$ cat src/rtl/led_scan_mux.sv
// Multiplexes four active-low seven-segment patterns onto one segment bus with blanking and
// frame-synchronous shadow reload. Optional blinking is enabled by defining SCAN_BLINK_EN.
module led_scan_mux #(
  parameter int DIV          = 50000,
  parameter int BLANK        = 2,
  parameter int BLINK_FRAMES = 64
) (
  input  logic       clk,
  input  logic       clear,
  input  logic       en,
  input  logic [7:0] LED0,
  input  logic [7:0] LED1,
  input  logic [7:0] LED2,
  input  logic [7:0] LED3,
`ifdef SCAN_BLINK_EN
  input  logic       blink,
`endif
  output logic [7:0] seg_out,
  output logic [3:0] an_out,
  output logic       frame_tick
);

  localparam int CW = (DIV > 1) ? $clog2(DIV) : 1;

  logic [CW-1:0] div_cnt_q, div_cnt_d;
  logic [1:0]    digit_q, digit_d;
  logic [7:0]    shadow_q [4];
  logic [7:0]    shadow_d [4];
  logic [7:0]    seg_q, seg_d;
  logic [3:0]    an_q, an_d;
  logic          tick_q, tick_d;
  logic          last_slot, frame_end, blink_dark;

`ifdef SCAN_BLINK_EN
  localparam int FW = (BLINK_FRAMES > 1) ? $clog2(BLINK_FRAMES) : 1;

  logic [FW-1:0] fcnt_q, fcnt_d;
  logic          phase_q, phase_d;

  // Blink phase flips every BLINK_FRAMES frame ends; idle (blink=0) parks it at lit.
  always_comb begin
    fcnt_d  = fcnt_q;
    phase_d = phase_q;
    if (!blink) begin
      fcnt_d  = '0;
      phase_d = 1'b0;
    end else if (frame_end) begin
      if (fcnt_q == FW'(BLINK_FRAMES - 1)) begin
        fcnt_d  = '0;
        phase_d = ~phase_q;
      end else begin
        fcnt_d = fcnt_q + FW'(1);
      end
    end
  end

  always_ff @(posedge clk or negedge clear) begin
    if (!clear) begin
      fcnt_q  <= '0;
      phase_q <= 1'b0;
    end else begin
      fcnt_q  <= fcnt_d;
      phase_q <= phase_d;
    end
  end

  assign blink_dark = blink & phase_q;
`else
  logic unused_cfg;
  assign unused_cfg = (BLINK_FRAMES > 0);
  assign blink_dark = 1'b0;
`endif

  assign last_slot = (div_cnt_q == CW'(DIV - 1));
  assign frame_end = en && (digit_q == 2'd3) && last_slot;

  always_comb begin
    div_cnt_d = div_cnt_q + CW'(1);
    digit_d   = digit_q;
    shadow_d  = shadow_q;
    seg_d     = 8'hFF;
    an_d      = 4'hF;
    tick_d    = frame_end;

    if (!en) begin
      div_cnt_d = '0;
      digit_d   = 2'd0;
    end else if (last_slot) begin
      div_cnt_d = '0;
      digit_d   = digit_q + 2'd1;
    end

    if (frame_end) begin
      shadow_d[0] = LED0;
      shadow_d[1] = LED1;
      shadow_d[2] = LED2;
      shadow_d[3] = LED3;
    end

    // Lit only inside the non-blank part of a slot; the blank gap hides segment switching.
    if (en && !blink_dark && !(32'(div_cnt_q) < BLANK)) begin
      an_d  = ~(4'b0001 << digit_q);
      seg_d = shadow_q[digit_q];
    end
  end

  always_ff @(posedge clk or negedge clear) begin
    if (!clear) begin
      div_cnt_q <= '0;
      digit_q   <= 2'd0;
      for (int i = 0; i < 4; i++) shadow_q[i] <= 8'hFF;
      seg_q     <= 8'hFF;
      an_q      <= 4'hF;
      tick_q    <= 1'b0;
    end else begin
      div_cnt_q <= div_cnt_d;
      digit_q   <= digit_d;
      shadow_q  <= shadow_d;
      seg_q     <= seg_d;
      an_q      <= an_d;
      tick_q    <= tick_d;
    end
  end

  assign seg_out    = seg_q;
  assign an_out     = an_q;
  assign frame_tick = tick_q;

endmodule
$ cat config.mk
export PLATFORM = sky130hd
export DESIGN_NAME = led_scan_mux
export DESIGN_NICKNAME = d
export VERILOG_FILES = /design/src/rtl/led_scan_mux.sv
export SDC_FILE = /design/constraint.sdc
export NUM_CORES = 1
export LEC_CHECK = 0
export ABC_AREA = 1
export CORE_MARGIN = 2
export CORE_UTILIZATION = 50
export DETAILED_ROUTE_END_ITERATION = 10
export PLACE_DENSITY = 0.73
export SLEW_MARGIN = 15
export SYNTH_ARGS = -nofsm -noshare
export SYNTH_HDL_FRONTEND = slang
export SYNTH_SLANG_ARGS = --single-unit
export TNS_END_PERCENT = 10
$ cat constraint.sdc
create_clock -name clk -period 2.5 [get_ports clk]
set_input_delay 0.625 -clock clk [delete_from_list [all_inputs] [get_ports clk]]
set_output_delay 0.625 -clock clk [all_outputs]
set_load 0.05 [all_outputs]
Word level (Yosys, flattened, before mapping)
Index checks and enable logic that the tools add are counted. Widths: inputs -> output; s select.

Add/sub/neg operators: 2. $lt $le $gt $ge: 2. Eq/ne operators: 3. Shifts and indexed selects: 1. Multiplexer cells: 9. Bitwise logic cells: 2. Reductions and logical operators: 4.

Operators by type and width (number): $mux 16 (2); $mux 8 (3); $add 16x1->16 const B (1); $bmux 8 s2 (1); $eq 16x16->1 const B (1); $lt 16x2->1 const B (1); $mux 2 (2); $mux 4 (1); $not 4->4 (1); $shl 1x2->4 const A (1); $ge 3x3->1 const B (1); $logic_and 1x1->1 (3); $not 2->3 (1); $add 2x1->2 const B (1); $eq 2x2->1 const B (1); $ne 2x1->1 const B (1); $logic_not 1->1 (1).

Register bits: 63. Output and inout port bits: 13.

Depth between registers and ports, before layout
Gate-level depths: netlist of run 1.

Depth in word-level cells: 5. Depth in mapped cells: 9. Depth with buffers taken out: 8.

Worst setup path before layout of run 1
OpenSTA, ideal clock, no wires.

Kind: input to register. Start point: input en. End point: register shadow_q[0] in the netlist's numbering. Setup time: 0.060 ns. Arrival time: 1.391 ns. Data required time: 2.440 ns. Path slack: 1.049 ns. Stages on the path: 8. Path buffers: 2. Path through: clkbuf_1 > nand2_1 > inv_1 > nand3_4 > clkinv_2 > buf_6 > nand2_1 > nand2_1.

Cells in the longest elaborated chain, start to end: 2.

RTL lines: from (decl) (RTL line 10) `input logic en,`; $logic_and 1x1->1 (2 in a row) (RTL line 75) `assign frame_end = en && (digit_q == 2'd3) && last_slot;`; to (signal assigned) (RTL line 118) `shadow_q <= shadow_d;`; to (decl) (RTL line 27) `logic [7:0] shadow_q [4];`.

No other way between the ends. A chain may end at the register's enable or synchronous reset.

Final worst setup path of run 1
Start point: register seg_q[7] (netlist: seg_out[7]). End point: output seg_out[7].

RTL lines: from (decl) (RTL line 29) `logic [7:0] seg_q, seg_d;`; from (signal assigned) (RTL line 119) `seg_q <= seg_d;`; to (decl) (RTL line 18) `output logic [7:0] seg_out,`.

No word-level cell between the ends.

==> results.md, run 1 <==
- Status: complete, no violations
- Final min period: 2.299 ns
- Total Wirelength: roughly 6.4 mm
- Synth-to-Final Area Change: 25.93%
- Clock buffer depth: 2
- Max_cap viols: 0
- CTS Root Cell: clkbuf_8
- Post-route ant nets: 0
- Largest net degree at the start of global routing: 34
- Post-cts resize count: 0
- Fmax: about 440 MHz
- Synth top area cells: dfstp_2 39%, nand2_1 22%, dfrtp_1 16%
- Worst-path clk slew: about 0.070 ns
- Die H: 81.35 µm
- Crit path depth: 1
- Top cell type by total area after synthesis: dfstp_2
- Setup bufs post-CTS: 0
- Max-slew headroom: approximately 65%
- Critical Path Start: seg_out[7]$_DFF_PN1_
- Crit-path slowest cell: clkdlybuf4s50_1
- GR Util All Layers: 21.92%
- Async SR Flop Fraction: 100.0%
- I/O Buffers: 47
- RSZ-0062 raised after global routing: false
- Worst-Skew Late Latency: 0.34 ns
- Reg2reg path depth: 7
- CP bufs+invs: 1
- DRT iter0 DRCs: 220
- Sequential area share after synthesis: a little over half
- Commonest non-fill, non-tap cell in the layout: nand2_1
- YS warnings: 0
- Critical-path cell list: clkdlybuf4s50_1
- Number of global-route vias before repair: between 2,000 and 2,500
- WL/cell: approximately 13 µm
- Setup WS post-layout: slightly above 0.2 ns
- Residual DRC count: 0
- Die footprint: roughly 0.0066 mm²
- WP data required: ~1.9 ns
- Io pins: 48
- Startpoint Class: register
- CP endpoint kind: primary output
- CTS tree: built
- WS Path Type: reg2out
- Fillers: just under 500
- Share of the synthesized area in the top cell type: 38.64%
- Final Wtd Congestion: between 0.8 and 0.9
- # setup viols final: 0
- N_diodes: 0
- Area of the core: around 0.0059 mm²
- Post-synthesis instance area: 0.002992 mm²
- Post-CTS Hold Buffers: 0
- Drt pass-1 iters: 4
- First-pass GRT wire length: about 11 mm
- Pwr Density: 616.7 mW/mm²
- Initial antenna violation count: 0
- Dpl hpwl: 4.504 mm
- Final cycle utilization of the critical path: 91.95%
- Delay-heaviest family, CP: buffers and inverters
- Std cell rows: 28
- Max VDD drop: 0.0004566 V
- CTS sink count: 63
- Overflow after GRT: 0
- Netlist cell types: 23
- Post-synthesis cell count: ~370
- Final Max Tran Viols: 0
- CTS buffer count: 9
- Critical-path maximum fanout: 1
- Die width: 81.35 µm
- Nets@finish: approximately 460
- Vias/cell: 4.921
- Syn Nets: a little over 400
- Initial Util: 51.13%
- Share of cells above drive strength 1: between 10% and 20%
- Clock skew: slightly below 0.006 ns
- R2R setup slack: about 0.78 ns
- Via count: between 2,000 and 2,500
- Slew @ Worst Pin: roughly 0.52 ns
- CP max stage delay: roughly 0.8 ns
- Pleak: ~1.7 nW
- Commonest cells after routing, fill and taps aside: 173 x nand2_1, 46 x clkdlybuf4s50_1, 44 x dfstp_2
- EDFF count, synth: 0
- DP Worst Slack: 0.4713 ns
- CP Data Arrival Time: between 1.5 and 2 ns
- Yosys reg bits: 63
- Post-synth top flop: dfstp_2
- H-Tree Depth: 3
- Worst min path class: in2async
- Reg-to-Reg Start: digit_q[1]$_DFFE_PN0P_
- Setup tns final: 0 ns
- Synthesized area per cell: between 8 and 9 µm²
- Final hold violation count: 0
-- logic make-up after synthesis --
family / synth area share [%]
compound gates: 0.9202
simple gates: 36.34
flops: 54.54
xor+xnor: 1.171
buf+inv: 4.935
fa+ha+maj: 2.091
-- power by group --
part | switching [W] | internal (W)
registers | 0.00000768 | 0.00105
clock network | 0.000401 | 0.000681
logic | 0.000106 | 0.0000789
total | 0.000515 | 0.00181
-- metrics by stage --
step | utilization, % | area (µm²) | hold WS [ns] | total power (W) | std cells
floorplan | - | 2992 | 0.3294 | 0.001150 | 373
global placement | 60.12 | 3517 | 0.4538 | 0.001258 | 488
detailed placement | 60.12 | 3517 | 0.4562 | 0.001260 | 488
CTS | 64.39 | 3767 | 0.2444 | 0.002346 | 504
global route | 64.39 | 3767 | 0.2675 | 0.002419 | 504
finish | 64.39 | 3767 | 0.2365 | 0.002323 | 504
-- worst paths after layout --
path | end
worst max-delay path | seg_out[7]
worst min-delay path | div_cnt_q[10]$_DFF_PN0_
worst max register to register | shadow_q[11]$_DFFE_PN1P_
worst min register to register | shadow_q[25]$_DFFE_PN1P_
max in group asynchronous | shadow_q[20]$_DFFE_PN1P_
min in group clk | shadow_q[25]$_DFFE_PN1P_
-- worst reg2reg max path, stage by stage, from the launching register on --
cell	delay [ns]
dfrtp_1	0.54
ha_1	0.27
nand2_1	0.05
inv_1	0.08
nand3_4	0.10
clkinv_2	0.35
nand2_1	0.20
nand2_1	0.06
-- synthesized netlist by cell type, types with 3 or more instances --
library cell,instances
a21oi_1,4
buf_2,6
buf_6,3
clkbuf_1,4
clkinv_1,3
dfrtp_1,19
dfstp_2,44
ha_1,5
inv_1,13
nand2_1,173
nand3_1,37
nor2_1,41
nor3_1,7
xor2_1,4
-- layout make-up --
| cell class | count | area (µm²) | area share [%] |
|---|---|---|---|
| Inverter | 18 | 68.82 | 1.827 |
| Sequential cell | 63 | 1632 | 43.31 |
| Timing Repair Buffer | 53 | 510.5 | 13.55 |
| Clock inverter | 4 | 72.57 | 1.926 |
| Tap cell | 75 | 93.84 | 2.491 |
| Clock buffer | 12 | 177.7 | 4.716 |
| Multi-Input combinational cell | 279 | 1212 | 32.18 |
-- per-layer routing --
layer	part of all wire [%]	global-route usage [%]
met1	48	31.29
met2	45	31.07
met4	2.4	9.831
met3	4.9	5.889
met5	0	0
-- state kept, by name, indices dropped and copies added, names as in the netlist --
name and cells:
seg_out 8, frame_tick 1, div_cnt_q 16, shadow_q 32, an_out 4, digit_q 2
(Power assumes the default switching activity.)
==> inputs of run 2 (changes only) <==
--- a/config.mk
+++ b/config.mk
@@ -7,9 +7,10 @@
 export LEC_CHECK = 0
 export ABC_AREA = 1
 export CORE_MARGIN = 2
-export CORE_UTILIZATION = 50
+export CORE_UTILIZATION = 40
 export DETAILED_ROUTE_END_ITERATION = 10
-export PLACE_DENSITY = 0.73
+export PLACE_DENSITY = 0.61
+export REMOVE_ABC_BUFFERS = 1
 export SLEW_MARGIN = 15
 export SYNTH_ARGS = -nofsm -noshare
 export SYNTH_HDL_FRONTEND = slang
==> results.md, run 2 (synthesis results as in run 1) <==
- Status: complete, no violations
- Drt pass-1 iters: 4
- I/O Buffers: 47
- Synth-to-Final Area Change: 25.76%
- Worst-Skew Late Latency: approximately 0.33 ns
- Final min period: about 2.3 ns
- Commonest non-fill, non-tap cell in the layout: nand2_1
- GR Util All Layers: roughly 18%
- Post-cts resize count: 0
- Final cycle utilization of the critical path: between 90% and 100%
- Die H: 90.48 µm
- Commonest cells after routing, fill and taps aside: 173 x nand2_1, 46 x clkdlybuf4s50_1, 44 x dfstp_2
- Dpl hpwl: 4.650 mm
- CP max stage delay: ~0.80 ns
- CP Data Arrival Time: 1.65 ns
- CP bufs+invs: 1
- RSZ-0062 raised after global routing: false
- WP data required: around 1.9 ns
- Number of global-route vias before repair: 2,504
- Setup tns final: 0 ns
- WL/cell: 12.47 µm
- Worst-path clk slew: roughly 0.07 ns
- Clock buffer depth: 2
- N_diodes: 0
- Biggest register: shadow_q
- Area of the core: just over 0.007 mm²
- H-Tree Depth: 3
- CP endpoint kind: primary output
- Startpoint Class: register
- Fmax: 439.4 MHz
- Max-slew headroom: 58.60%
- Overflow after GRT: 0
- Final Wtd Congestion: 0.8724
- Die width: between 90 and 100 µm
- Die footprint: 0.008187 mm²
- Residual DRC count: 0
- Fillers: roughly 750
- Critical-path cell list: clkdlybuf4s50_1
- Io pins: 48
- CTS sink count: 63
- CTS tree: built
- Clock skew: just under 0.006 ns
- Initial antenna violation count: 0
- Post-route ant nets: 0
- Critical-path maximum fanout: 1
- Nets@finish: 463
- Initial Util: ~41%
- CTS buffer count: 9
- Worst min path class: in2async
- Inst Count DP: 511
- Layout Cells excl Fill: about 530
- Final core utilization: between 50% and 60%
- Crit-path slowest cell: clkdlybuf4s50_1
- Register area: around 0.0016 mm²
- Pwr Density: 578.9 mW/mm²
- WS Path Type: reg2out
- Std cell rows: 31
- Total Wirelength: 6.573 mm
- Vias/cell: between 4 and 5
- CTS Root Cell: clkbuf_8
- Share of cells above drive strength 1: between 10% and 20%
- Via count: 2,503
- # setup viols final: 0
- Setup bufs post-CTS: 0
- Post-CTS Hold Buffers: 0
- Max_cap viols: 0
- Max VDD drop: 0.0003402 V
- Footprint of the multi-input gates: about 0.0012 mm²
- Delay-heaviest family, CP: buffers and inverters
- Final Max Tran Viols: 0
- Largest net degree at the start of global routing: 34
- Slew @ Worst Pin: just over 0.6 ns
- Final hold violation count: 0
- Pleak: between 1.5 and 2 nW
- Max reg flops: 32
- DRT iter0 DRCs: ~130
- First-pass GRT wire length: between 10 and 15 mm
-- run 2: changes by cell type in the layout (fill, tap and decap cells not counted) --
cell,before,now
clkbuf_8,9,14
bufinv_16,2,0
buf_4,6,5
clkbuf_1,1,0
clkbuf_16,2,1
clkinvlp_4,1,0
-- run 2: where the power goes --
group / leakage (nW) / internal (W) / switching [W]
Sequential: 0.719 / 0.00105 / 0.00000802
Combinational: 0.817 / 0.0000789 / 0.000109
Clock: 0.117 / 0.000555 / 0.000379
Total: 1.65 / 0.00168 / 0.000496
-- run 2: worst paths after layout --
kind                                               start                  endpoint  slack [ns]  cells after the start
worst min register to register  shadow_q[29]$_DFFE_PN1P_  shadow_q[29]$_DFFE_PN1P_        0.47                      2
max in group asynchronous                          clear       an_out[0]$_DFF_PN1_        1.47                      2
worst min-delay path                               clear   div_cnt_q[10]$_DFF_PN0_        0.28                      1
min in group clk                shadow_q[29]$_DFFE_PN1P_  shadow_q[29]$_DFFE_PN1P_        0.47                      2
worst max register to register    digit_q[1]$_DFFE_PN0P_    digit_q[1]$_DFFE_PN0P_        0.73                      4
worst max-delay path                seg_out[2]$_DFF_PN1_                seg_out[2]        0.22                      1
-- run 2: metal layers --
layer	GRT usage, %	part of all wire [%]	up-vias	routed length [µm]
met3	4.925	4.3	6	281
met2	29.60	48	53	3182
li1	-	-	1261	-
met5	0	0	-	0
met4	5.128	0.99	0	65
met1	22.05	46	1183	3044
-- run 2: cell type report --
cell class | instances | area share, %
clock buffer | 15 | 5.787
timing repair buffer | 52 | 13.37
multi-input combinational | 279 | 32.22
inverter | 18 | 1.829
sequential | 63 | 43.37
tap | 99 | 3.292
clock inverter | 1 | 0.1330
-- run 2: through the flow --
step | hold WS (ns) | instance area (µm²) | setup slack (ns) | total power, W
2_1_floorplan | 0.3294 | 2913 | 0.7952 | 0.001146
3_3_place_gp | 0.4549 | 3540 | 0.5221 | 0.001264
3_5_place_dp | 0.4568 | 3540 | 0.4510 | 0.001264
4_1_cts | 0.2847 | 3762 | 0.2024 | 0.002212
5_1_grt | 0.3142 | 3762 | 0.1638 | 0.002262
6_report | 0.2781 | 3762 | 0.2241 | 0.002178
-- run 2: worst reg2reg max path, cell delays in order, from the launching register on --
cell	delay, ns
dfrtp_1	0.65
clkinv_1	0.46
ha_1	0.41
nand3_1	0.09
nand2_1	0.05
